--- src/rtl/spi_tx_engine.sv ---
`default_nettype none
// ============================================================================
//  Module      : spi_tx_engine
//  Description : SPI transmit serialiser. A DATA_W-bit shift register fed
//                by a FIFO_DEPTH-entry write FIFO. Bits move on the external
//                `sample` strobe, and queued words stream back-to-back with
//                no idle bit between frames.
//  Revision    : 1.0 - initial release
// ============================================================================
module spi_tx_engine #(
  parameter int   DATA_W     = 8,
  parameter int   FIFO_DEPTH = 4,
  parameter logic IDLE_LVL   = 1'b0
) (
  input  logic                        clk_i,
  input  logic                        rst_n,
  input  logic                        en,
  input  logic                        lsbf,
  input  logic                        sample,
  input  logic                        flush_i,
  input  logic [DATA_W-1:0]           data_i,
  input  logic                        valid_i,
  output logic                        ready_o,
  output logic                        sdo,
  output logic                        busy_o,
  output logic                        frame_done_o,
  output logic [$clog2(FIFO_DEPTH):0] level_o
);

  localparam int AW = $clog2(FIFO_DEPTH);
  localparam int LW = AW + 1;
  localparam int CW = $clog2(DATA_W);

  localparam logic [LW-1:0] FULL_LVL = LW'(FIFO_DEPTH);
  localparam logic [CW-1:0] LAST_BIT = CW'(DATA_W - 1);
  localparam logic [AW-1:0] PTR_ONE  = AW'(1);
  localparam logic [LW-1:0] LVL_ONE  = LW'(1);
  localparam logic [CW-1:0] CNT_ONE  = CW'(1);

  localparam logic [0:0] ST_IDLE  = 1'b0;
  localparam logic [0:0] ST_SHIFT = 1'b1;

  // FIFO storage and bookkeeping
  logic [DATA_W-1:0] mem [FIFO_DEPTH];
  logic [AW-1:0]     wr_ptr;
  logic [AW-1:0]     rd_ptr;
  logic [LW-1:0]     level;

  // Shifter state
  logic [0:0]        state;
  logic [DATA_W-1:0] shreg;
  logic [CW-1:0]     bit_cnt;
  logic              lsbf_q;

  logic head_avail;
  logic last_sample;
  logic push;
  logic pop;

  // A new frame may start only while enabled and the FIFO holds a word.
  assign head_avail  = en && (level != '0);
  assign last_sample = (state == ST_SHIFT) && sample && (bit_cnt == '0);

  // From IDLE a flush does not block the load; a back-to-back reload does
  // honour the flush so no flushed word ever reaches the line.
  assign pop  = ((state == ST_IDLE) && head_avail) ||
                (last_sample && head_avail && !flush_i);
  assign push = valid_i && ready_o && !flush_i;

  // Full is decided on the registered level only; a same-cycle pop does not
  // open a slot early.
  assign ready_o      = (level != FULL_LVL);
  assign level_o      = level;
  assign busy_o       = (state == ST_SHIFT);
  assign frame_done_o = last_sample;

  // Output end of the shifter is chosen by the bit order latched at load.
  assign sdo = (state == ST_SHIFT) ? (lsbf_q ? shreg[0] : shreg[DATA_W-1])
                                   : IDLE_LVL;

  // FIFO write port; storage needs no reset since level guards every read.
  always_ff @(posedge clk_i) begin
    if (push) begin
      mem[wr_ptr] <= data_i;
    end
  end

  // Pointers and occupancy; flush clears them, both may move in one cycle.
  always_ff @(posedge clk_i or negedge rst_n) begin
    if (!rst_n) begin
      wr_ptr <= '0;
      rd_ptr <= '0;
      level  <= '0;
    end else if (flush_i) begin
      wr_ptr <= '0;
      rd_ptr <= '0;
      level  <= '0;
    end else begin
      if (push) begin
        wr_ptr <= wr_ptr + PTR_ONE;
      end
      if (pop) begin
        rd_ptr <= rd_ptr + PTR_ONE;
      end
      case ({push, pop})
        2'b10:   level <= level + LVL_ONE;
        2'b01:   level <= level - LVL_ONE;
        default: level <= level;
      endcase
    end
  end

  // Frame FSM: load from FIFO, shift on each strobe, reload back-to-back.
  always_ff @(posedge clk_i or negedge rst_n) begin
    if (!rst_n) begin
      state   <= ST_IDLE;
      shreg   <= '0;
      bit_cnt <= '0;
      lsbf_q  <= 1'b0;
    end else begin
      case (state)
        ST_IDLE: begin
          if (pop) begin
            shreg   <= mem[rd_ptr];
            bit_cnt <= LAST_BIT;
            lsbf_q  <= lsbf;
            state   <= ST_SHIFT;
          end
        end
        ST_SHIFT: begin
          if (sample) begin
            if (bit_cnt != '0) begin
              shreg   <= lsbf_q ? (shreg >> 1) : (shreg << 1);
              bit_cnt <= bit_cnt - CNT_ONE;
            end else if (pop) begin
              shreg   <= mem[rd_ptr];
              bit_cnt <= LAST_BIT;
              lsbf_q  <= lsbf;
            end else begin
              state <= ST_IDLE;
            end
          end
        end
        default: begin
          state <= ST_IDLE;
        end
      endcase
    end
  end

endmodule
`default_nettype wire

--- config.mk ---
export PLATFORM = sky130hd
export DESIGN_NAME = spi_tx_engine
export DESIGN_NICKNAME = d
export VERILOG_FILES = /design/src/rtl/spi_tx_engine.sv
export SDC_FILE = /design/constraint.sdc
export NUM_CORES = 1
export LEC_CHECK = 0
export CAP_MARGIN = 20
export CORE_ASPECT_RATIO = 0.7
export CORE_UTILIZATION = 39
export DETAILED_ROUTE_END_ITERATION = 8
export GPL_ROUTABILITY_DRIVEN = 0
export PLACE_DENSITY_LB_ADDON = 0.25
export SYNTH_ARGS = -nofsm -noshare
export SYNTH_HDL_FRONTEND = slang
export SYNTH_SLANG_ARGS = --single-unit
--- constraint.sdc ---
create_clock -name clk_i -period 3.6 [get_ports clk_i]
set_input_delay 0.9 -clock clk_i [delete_from_list [all_inputs] [get_ports clk_i]]
set_output_delay 0.9 -clock clk_i [all_outputs]
set_load 0.02 [all_outputs]
==> results of run 1 <==
[path summary, 6_finish.rpt]
kind	depth (start not counted)	end	startpoint	slack [ps]
min	1	shreg[4]	shreg[4]	550
max	4	frame_done_o	sample	410
max in group asynchronous	1	shreg[3]	rst_n	1930
min in group asynchronous	1	level_o[1]	rst_n	1100
min reg2reg	1	shreg[4]	shreg[4]	550
max reg2reg	8	level_o[2]	level_o[0]	1260
[through the flow]
step	power (mW)	cell area, sq um
finish	1.51	2770
global route	1.60	2770
CTS	1.52	2770
detailed placement	1.13	2660
global placement	1.11	2660
floorplan	1.02	2380
[layout by cell type (no fill, tap or decap), types with 2 or more instances in the layout]
master / n
edfxtp_1: 32
clkdlybuf4s50_1: 21
dfrtp_1: 20
nor2_1: 14
mux2i_1: 9
mux4_2: 8
a221o_1: 7
nand2_1: 6
nand2b_1: 6
ha_1: 6
inv_1: 5
a21oi_1: 5
clkbuf_8: 5
and2_1: 4
nand3_1: 4
nor2b_1: 3
o21ai_0: 3
xnor2_1: 3
nand3b_1: 2
mux2_1: 2
and3_1: 2
buf_4: 2
[registers in the layout (all words and copies together), names as in the netlist]
name,cells
mem,32
shreg,8
bit_cnt,3
level_o,3
rd_ptr,2
wr_ptr,2
busy_o,1
lsbf_q,1
[power groups by stage]
stage | sequential, mW | clock (mW) | combinational [mW]
after detailed placement | 0.799 | 0 | 0.328
final | 0.785 | 0.396 | 0.327
after floorplan | 0.762 | 0 | 0.261
after CTS | 0.786 | 0.404 | 0.330
after global placement | 0.793 | 0 | 0.314
after global routing | 0.798 | 0.427 | 0.374
[worst max-delay path: stages]
cell and delay [ps]:
clkdlybuf4s50_1 610, nand2_1 80, nor2_1 100, clkdlybuf4s50_1 600
[area by class of cell]
| class | count | area [sq um] | area share, % |
|---|---|---|---|
| Timing Repair Buffer | 23 | 225 | 8.14 |
| Clock buffer | 6 | 72.6 | 2.62 |
| Multi-Input combinational cell | 98 | 860 | 31.1 |
| Sequential cell | 52 | 1460 | 52.8 |
| Inverter | 5 | 18.8 | 0.678 |
| Tap cell | 75 | 93.8 | 3.39 |
| Clock inverter | 2 | 35.0 | 1.27 |
[per-layer routing]
| metal | global-route usage, % | up-vias |
|---|---|---|
| met3 | 3.72 | 7 |
| met2 | 24.6 | 28 |
| li1 | - | 649 |
| met1 | 22.0 | 681 |
| met4 | 5.41 | 0 |
| met5 | 0 | - |
[logic make-up after synthesis]
| logic type | share of synthesized area [%] |
|---|---|
| adder cells (fa/ha/maj) | 3.99 |
| buffers and inverters | 2.57 |
| AO/OA/AOI/OAI | 8.09 |
| flip-flops | 61.3 |
| XOR/XNOR | 1.79 |
| AND/OR/NAND/NOR | 9.45 |
| multiplexers | 12.8 |
==> out/qor.txt, run 1 <==
status - finished clean
Switching Power - 0.424 mW
Fin Setup TNS - 0 ps
Internal - 1.08 mW
met3 wire len - 166 microns
fin crit period - 3190 ps
TritonCTS Buffers - 5
CTS tree - built
crit end category - primary output
Vias per Instance - 5.23
EDFF count, synth - 32
Routed Wire Length - 4330 microns
Crit path required time - 2700 ps
# Post-CTS Setup Buffers - 0
max_cap viols - 0
total track usage - 15.8%
fraction of layout cells with a size suffix above 1 - 11.3%
final period utilization - 88.6%
Root Buffer - clkbuf_8
Synth Instances - 164
Mapped Area - 2380 sq um
worst-path maximum fanout - 8
vias in the first global route - 1450
first-pass GRT wire length - 7320 microns
DR vias - 1365
crit path DAT - 2290 ps
Detailed Place HPWL - 3020 microns
setup violators final - 0
Post-Route Utilization - 47.6%
DP Worst Slack - 410 ps
Fill cells - 505
Pre-Repair DR Iteration Count - 4
Initial Util - 41.0%
wire per inst - 16.6 microns
nets - 207
pin count of the biggest net entering global routing - 21
Post-synth top flop - edfxtp_1
Yosys top cell by area - edfxtp_1
Hold Slack - 552 ps
Hold Buf Count CTS - 0
syn nets - 186
grt ovf - 0
WS Path Type - input port to primary output
Area Growth Syn to Fin - 16.1%
type of element launching the critical path - input port
Vert. Die Dim - 67.4 microns
final setup margin - 410 ps
routed length on met1 - 2070 microns
Synth area leaders - edfxtp_1 (40%), dfrtp_1 (21%), mux4_2 (7.6%)
Final Hold Viols - 0
initial DRC count - 112
Syn Area/Cell - 14.5 sq um
initial antenna violation count - 0
max_slew headroom - 38.3%
share of total power in sequential cells - 52.1%
Yosys top cell area share - 40.3%
RSZ-0062 raised after global routing - false
IR Drop Worst-Case VDD - 193 uV
site row count - 23
ant diodes - 0
Distinct cells, synth - 37
Clock Skew - 8.67 ps
DIE AREA - 6430 sq um
PD cells - 545 nW/um^2
switch share - 28.1%
Worst-Skew Late Latency - 300 ps
H-Tree Depth - 2
#FFs+latches synth - 52
# IOs - 22
Pins Over Slew Limit - 0
Ys Warns - 0
Tightest Pin Transition - 923 ps
placed cell count - 253
Layout Cells excl Fill - 261
sequential-to-total area share from yosys stat - 61.3%
# port buffers - 21
Hold Path Class - flop to flop
Die W - 95.4 microns
Post-synth top cells - edfxtp_1 (32), dfrtp_1 (20), nor2_1 (14), mux2i_1 (9), mux4_2 (8)
cts repair resizes - 0
asr flop ratio synth - 38.5%
DRT antenna net count - 0
Core ar. - 5810 sq um
met2 wire len - 2050 microns
# clock sinks - 52
DRC viols - 0
Gate power share - 21.7%
top sig layer - met4
Clock Power Share - 26.3%
top-count cell post-synth - edfxtp_1
f_max - 313 MHz
Leakage Power - 1.04 nW
clk slew on worst S/H paths - 100 ps
Clock Tree Buf Depth - 2
Power figures use the tool's default switching activity.
==> run 2, diff against run 1 <==
--- a/config.mk
+++ b/config.mk
@@ -10,6 +10,7 @@
 export CORE_UTILIZATION = 39
 export DETAILED_ROUTE_END_ITERATION = 8
 export GPL_ROUTABILITY_DRIVEN = 0
+export MAX_ROUTING_LAYER = met4
 export PLACE_DENSITY_LB_ADDON = 0.25
 export SYNTH_ARGS = -nofsm -noshare
 export SYNTH_HDL_FRONTEND = slang
==> constraint.sdc (replaced) <==
create_clock -name clk_i -period 3.6 [get_ports clk_i]
set_input_delay 0.9 -clock clk_i [delete_from_list [all_inputs] [get_ports clk_i]]
set_output_delay 0.9 -clock clk_i [all_outputs]
set_load 0.005 [all_outputs]
==> run 2 against run 1 <==
  * Highest routed layer unchanged
  * Utilization decreased by 0.47 points
  * Non-clock buffer count unchanged
  * Register-to-register slack hardly changed
  * Wire length shrank 3.6%
  * Flip-flop and latch count did not move
  * Critical path depth stayed put
  * Combinational power decreased by 5%
  * Die area unchanged
  * Worst hold slack worse by 2.6 ps
  * Critical path type unchanged
==> out/qor.txt, run 2 (synthesis gave the netlist of run 1 again) <==
# Post-CTS Setup Buffers - 0
met2 usage - 23.5%
CTS tree - built
# clock sinks - 52
Tightest Pin Transition - 941 ps
FF-to-FF setup slack - 1250 ps
Root Buffer - clkbuf_8
# IOs - 22
commonest non-fill, non-tap cells in the layout - edfxtp_1 (32), clkdlybuf4s50_1 (21), dfrtp_1 (20)
Core ar. - 5810 sq um
RSZ-0062 raised after global routing - false
max_cap viols - 0
total track usage - 15.0%
worst-path maximum fanout - 8
FF-to-FF End - level_o[2]
TritonCTS Buffers - 5
Leakage Power - 1.03 nW
final period utilization - 85.6%
Clock Skew - 10.8 ps
Crit path required time - 2700 ps
status - finished clean
Hold Path Origin - bit_cnt[2]
Routed Wire Length - 4180 microns
Final Hold Viols - 0
nets - 207
DRT antenna net count - 0
initial DRC count - 84
GRT busiest layer - met2
GR Util met3 - 3.94%
first-pass GRT wire length - 6780 microns
fin crit period - 3080 ps
pin count of the biggest net entering global routing - 21
fraction of layout cells with a size suffix above 1 - 10.2%
Vert. Die Dim - 67.4 microns
Hold Path Class - flop to flop
initial antenna violation count - 0
# port buffers - 21
Largest regs - mem (32), shreg (8)
Die W - 95.4 microns
Area Growth Syn to Fin - 15.0%
WS Path Type - input port to primary output
vias in the first global route - 1395
f_max - 324 MHz
Hold Buf Count CTS - 0
crit end category - primary output
DRC viols - 0
site row count - 23
final setup margin - 517 ps
r2r worst-path depth - 7
DP Worst Slack - 528 ps
Fin Setup TNS - 0 ps
Detailed Place HPWL - 3020 microns
Min-Delay Endpoint - bit_cnt[2]
max_slew headroom - 37.1%
ant diodes - 0
IR Drop Worst-Case VDD - 205 uV
setup violators final - 0
H-Tree Depth - 2
Vias per Instance - 5.20
wire per inst - 16.0 microns
crit path DAT - 2180 ps
Pre-Repair DR Iteration Count - 4
DIE AREA - 6430 sq um
clk slew on worst S/H paths - 90 ps
Worst R2R Start - level_o[0]
Initial Util - 41.0%
PD cells - 512 nW/um^2
grt ovf - 0
DR vias - 1358
max reg flops - 32
Worst-Skew Late Latency - 290 ps
Largest Register - mem
type of element launching the critical path - input port
cts repair resizes - 0
Clock Tree Buf Depth - 2
cell depth of the worst hold path - 1
Pins Over Slew Limit - 0
commonest non-fill, non-tap cell in the layout - edfxtp_1
met1 GRT Util - 19.5%
[run 2: changes by cell type in the layout (fill, tap and decap cells not counted), sizes merged]
cell and change:
bufinv -1, clkinvlp -1, clkinv +1, clkbuf +1
[run 2: power by group]
part | internal, mW | total, mW | switching, mW
Combinational | 0.171 | 0.311 | 0.140
Clock | 0.136 | 0.305 | 0.169
Sequential | 0.706 | 0.785 | 0.0792
[run 2: how the worst max path moves through the flow]
stage          startpoint      endpoint  slack, ps  cells past startpoint
4_1_cts            sample  frame_done_o        520                      4
3_3_place_gp       sample  frame_done_o        550                      4
6_report           sample  frame_done_o        520                      4
2_1_floorplan      sample    level_o[2]        850                      9
3_5_place_dp       sample  frame_done_o        530                      4
5_1_grt            sample  frame_done_o        440                      4
[run 2: critical path: stages]
cell             delay (ps)
clkdlybuf4s50_1         600
nand2_1                  80
nor2_1                  100
clkdlybuf4s50_1         500
[run 2: layout make-up]
cell class                      instances  area (sq um)
Clock buffer                            7          76.3
Fill cell                             518          3070
Sequential cell                        52          1460
Inverter                                5          18.8
Clock inverter                          1          3.75
Multi-Input combinational cell         98           860
Timing Repair Buffer                   23           225
Tap cell                               75          93.8
[run 2: per-layer routing]
metal | up-vias | part of all wire, %
li1 | 647 | -
met1 | 687 | 49
met2 | 22 | 46
met3 | 2 | 4.5
met4 | 0 | 0.57
met5 | - | 0
[run 2: stage by stage]
step	std cells	total power [mW]	hold slack [ps]	utilization, %	area, sq um
final	261	1.40	549	47.1	2740
after global routing	261	1.49	574	47.1	2740
after CTS	261	1.42	555	47.1	2740
after detailed placement	253	1.11	534	45.7	2660
after global placement	253	1.09	516	45.7	2660
after floorplan	164	1.01	486	-	2380
==> patch (settings of run 2) <==
Set the parameter `FIFO_DEPTH` to 2 (it was 4).
--- a/src/rtl/spi_tx_engine.sv
+++ b/src/rtl/spi_tx_engine.sv
@@ -11,3 +11,3 @@
   parameter int   DATA_W     = 8,
-  parameter int   FIFO_DEPTH = 4,
+  parameter int   FIFO_DEPTH = 2,
   parameter logic IDLE_LVL   = 1'b0
Ports: changed (resized level_o); port bits go from 22 to 21. The function was not compared with the original's and may differ.
==> patch against run 2 <==
Sequential cell count decreased by 19; routed wire length shrank 35%; final cell count down 26%; area after synthesis fell by 36%; power down 17%; worst setup slack got worse by 0.019 ns; highest routed layer unchanged; synthesized cell count is 28% lower; cell area down 32%; combinational power grew 6%; sequential power decreased by 28%; fmax down 0.60%.
==> patch: results (changes against run 2) <==
Setup path
  • R2R Setup Slk: 1.62 ns (was 1.25 ns)
  • Critical Path Fanout Max: 4 (was 8)
  • Reg2Reg Launch Point: bit_cnt[0]$_DFFE_PN0N_ (was level_o[0]$_DFFE_PN0P_)
  • WP data arrival: 2.20 ns (was 2.18 ns)
  • Reg-to-reg endpoint: shreg[0]$_DFFE_PN0N_ (was level_o[2]$_DFFE_PN0P_)
  • R2R depth: 6 (was 7)

Finish
  • Nets@finish: 158 (was 207)
  • Fillers: 324 (was 518)

Synthesis
  • Avg Cell Area, Syn: 13.0 µm² (was 14.5 µm²)
  • Post-synth EDFFs: 16 (was 32)
  • Synth cell types: 30 (was 37)
  • Largest cells by area after synthesis: edfxtp_1 31%, dfrtp_1 28%, mux2i_1 9.8% (was edfxtp_1 40%, dfrtp_1 21%, mux4_2 7.6%)
  • Sequential area share after synthesis: 59.2% (was 61.3%)
  • Leading register cell type out of synthesis: dfrtp_1 (was edfxtp_1)

Timing
  • Hold_ws: 0.545 ns (was 0.549 ns)

Hold path
  • Min-delay src: shreg[4]$_DFFE_PN0N_ (was bit_cnt[2]$_DFFE_PN0N_)
  • Worst Hold Depth: 2 (was 1)
  • Hold Path Sink: shreg[4]$_DFFE_PN0N_ (was bit_cnt[2]$_DFFE_PN0N_)

Routing
  • Starting DRT DRC Count: 46 (was 84)
  • WL met2: 1210 µm (was 1910 µm)
  • Met1 WL: 1340 µm (was 2050 µm)
  • Vias: 968 (was 1358)

Power and ir drop
  • Lkg Pwr: 0.728 nW (was 1.03 nW)
  • Worst vdd ir: 342 µV (was 205 µV)

Global route
  • Total Routing Usage GR: 16.4% (was 15.0%)
  • Vias in the first global route: 951 (was 1395)

Run status
  • Status: finished clean (unchanged)

Placement
  • DP HPWL: 1890 µm (was 3020 µm)
patch: cell types whose count changed in the layout (fill, tap and decap cells not counted), moves of 6 or more:
cell	run 2	this run
nor2_1	14	5
o221ai_1	0	7
mux4_2	8	0
mux2i_1	9	15
a221o_1	7	0
edfxtp_1	32	16
patch: stage by stage:
step	cell area [µm²]	power, mW	utilization, %
final	1860	1.16	50.9
after global routing	1860	1.25	50.9
after CTS	1860	1.17	50.9
after detailed placement	1770	0.906	48.6
after global placement	1770	0.884	48.6
after floorplan	1530	0.801	-
patch: worst max-delay path by stage:
| stage | startpoint | cells after the start | endpoint | slack [ns] |
|---|---|---|---|---|
| 2_1_floorplan | valid_i | 2 | mem[1][0]$_DFFE_PP_ | 1.54 |
| 3_3_place_gp | sample | 4 | frame_done_o | 0.56 |
| 3_5_place_dp | sample | 4 | frame_done_o | 0.51 |
| 4_1_cts | sample | 4 | frame_done_o | 0.51 |
| 5_1_grt | sample | 4 | frame_done_o | 0.47 |
| 6_report | sample | 4 | frame_done_o | 0.50 |
patch: logic make-up (layout without fill, tap and decap cells):
family	count (synthesis)	count (layout)	share of synthesized area [%]
buf+inv	11	35	3.51
simple gates	33	33	11.5
fa+ha+maj	2	2	1.63
flops	33	33	59.2
xor+xnor	3	3	1.72
mux	19	19	12.7
compound gates	17	17	9.72
patch: layout make-up:
type	instances	area (µm²)	share of cell area (%)
Clock inverter	1	5.00	0.270
Sequential cell	33	906	48.8
Inverter	5	18.8	1.01
Timing Repair Buffer	22	215	11.6
Tap cell	50	62.6	3.37
Clock buffer	7	76.3	4.11
Multi-Input combinational cell	74	572	30.8
patch: worst max-delay path, stage by stage:
cell	delay, ns
clkdlybuf4s50_1	0.56
nand3b_1	0.13
nor2_1	0.11
clkdlybuf4s50_1	0.50
patch: report_power, final:
group	switching [mW]	internal (mW)
clock network	0.125	0.135
registers	0.0901	0.477
logic	0.148	0.181
total	0.363	0.794
patch: per-layer routing:
| metal | GRT usage [%] | vias to the layer above |
|---|---|---|
| met5 | - | - |
| met4 | 6.73 | 0 |
| met3 | 6.17 | 7 |
| li1 | - | 481 |
| met2 | 24.9 | 17 |
| met1 | 20.1 | 463 |
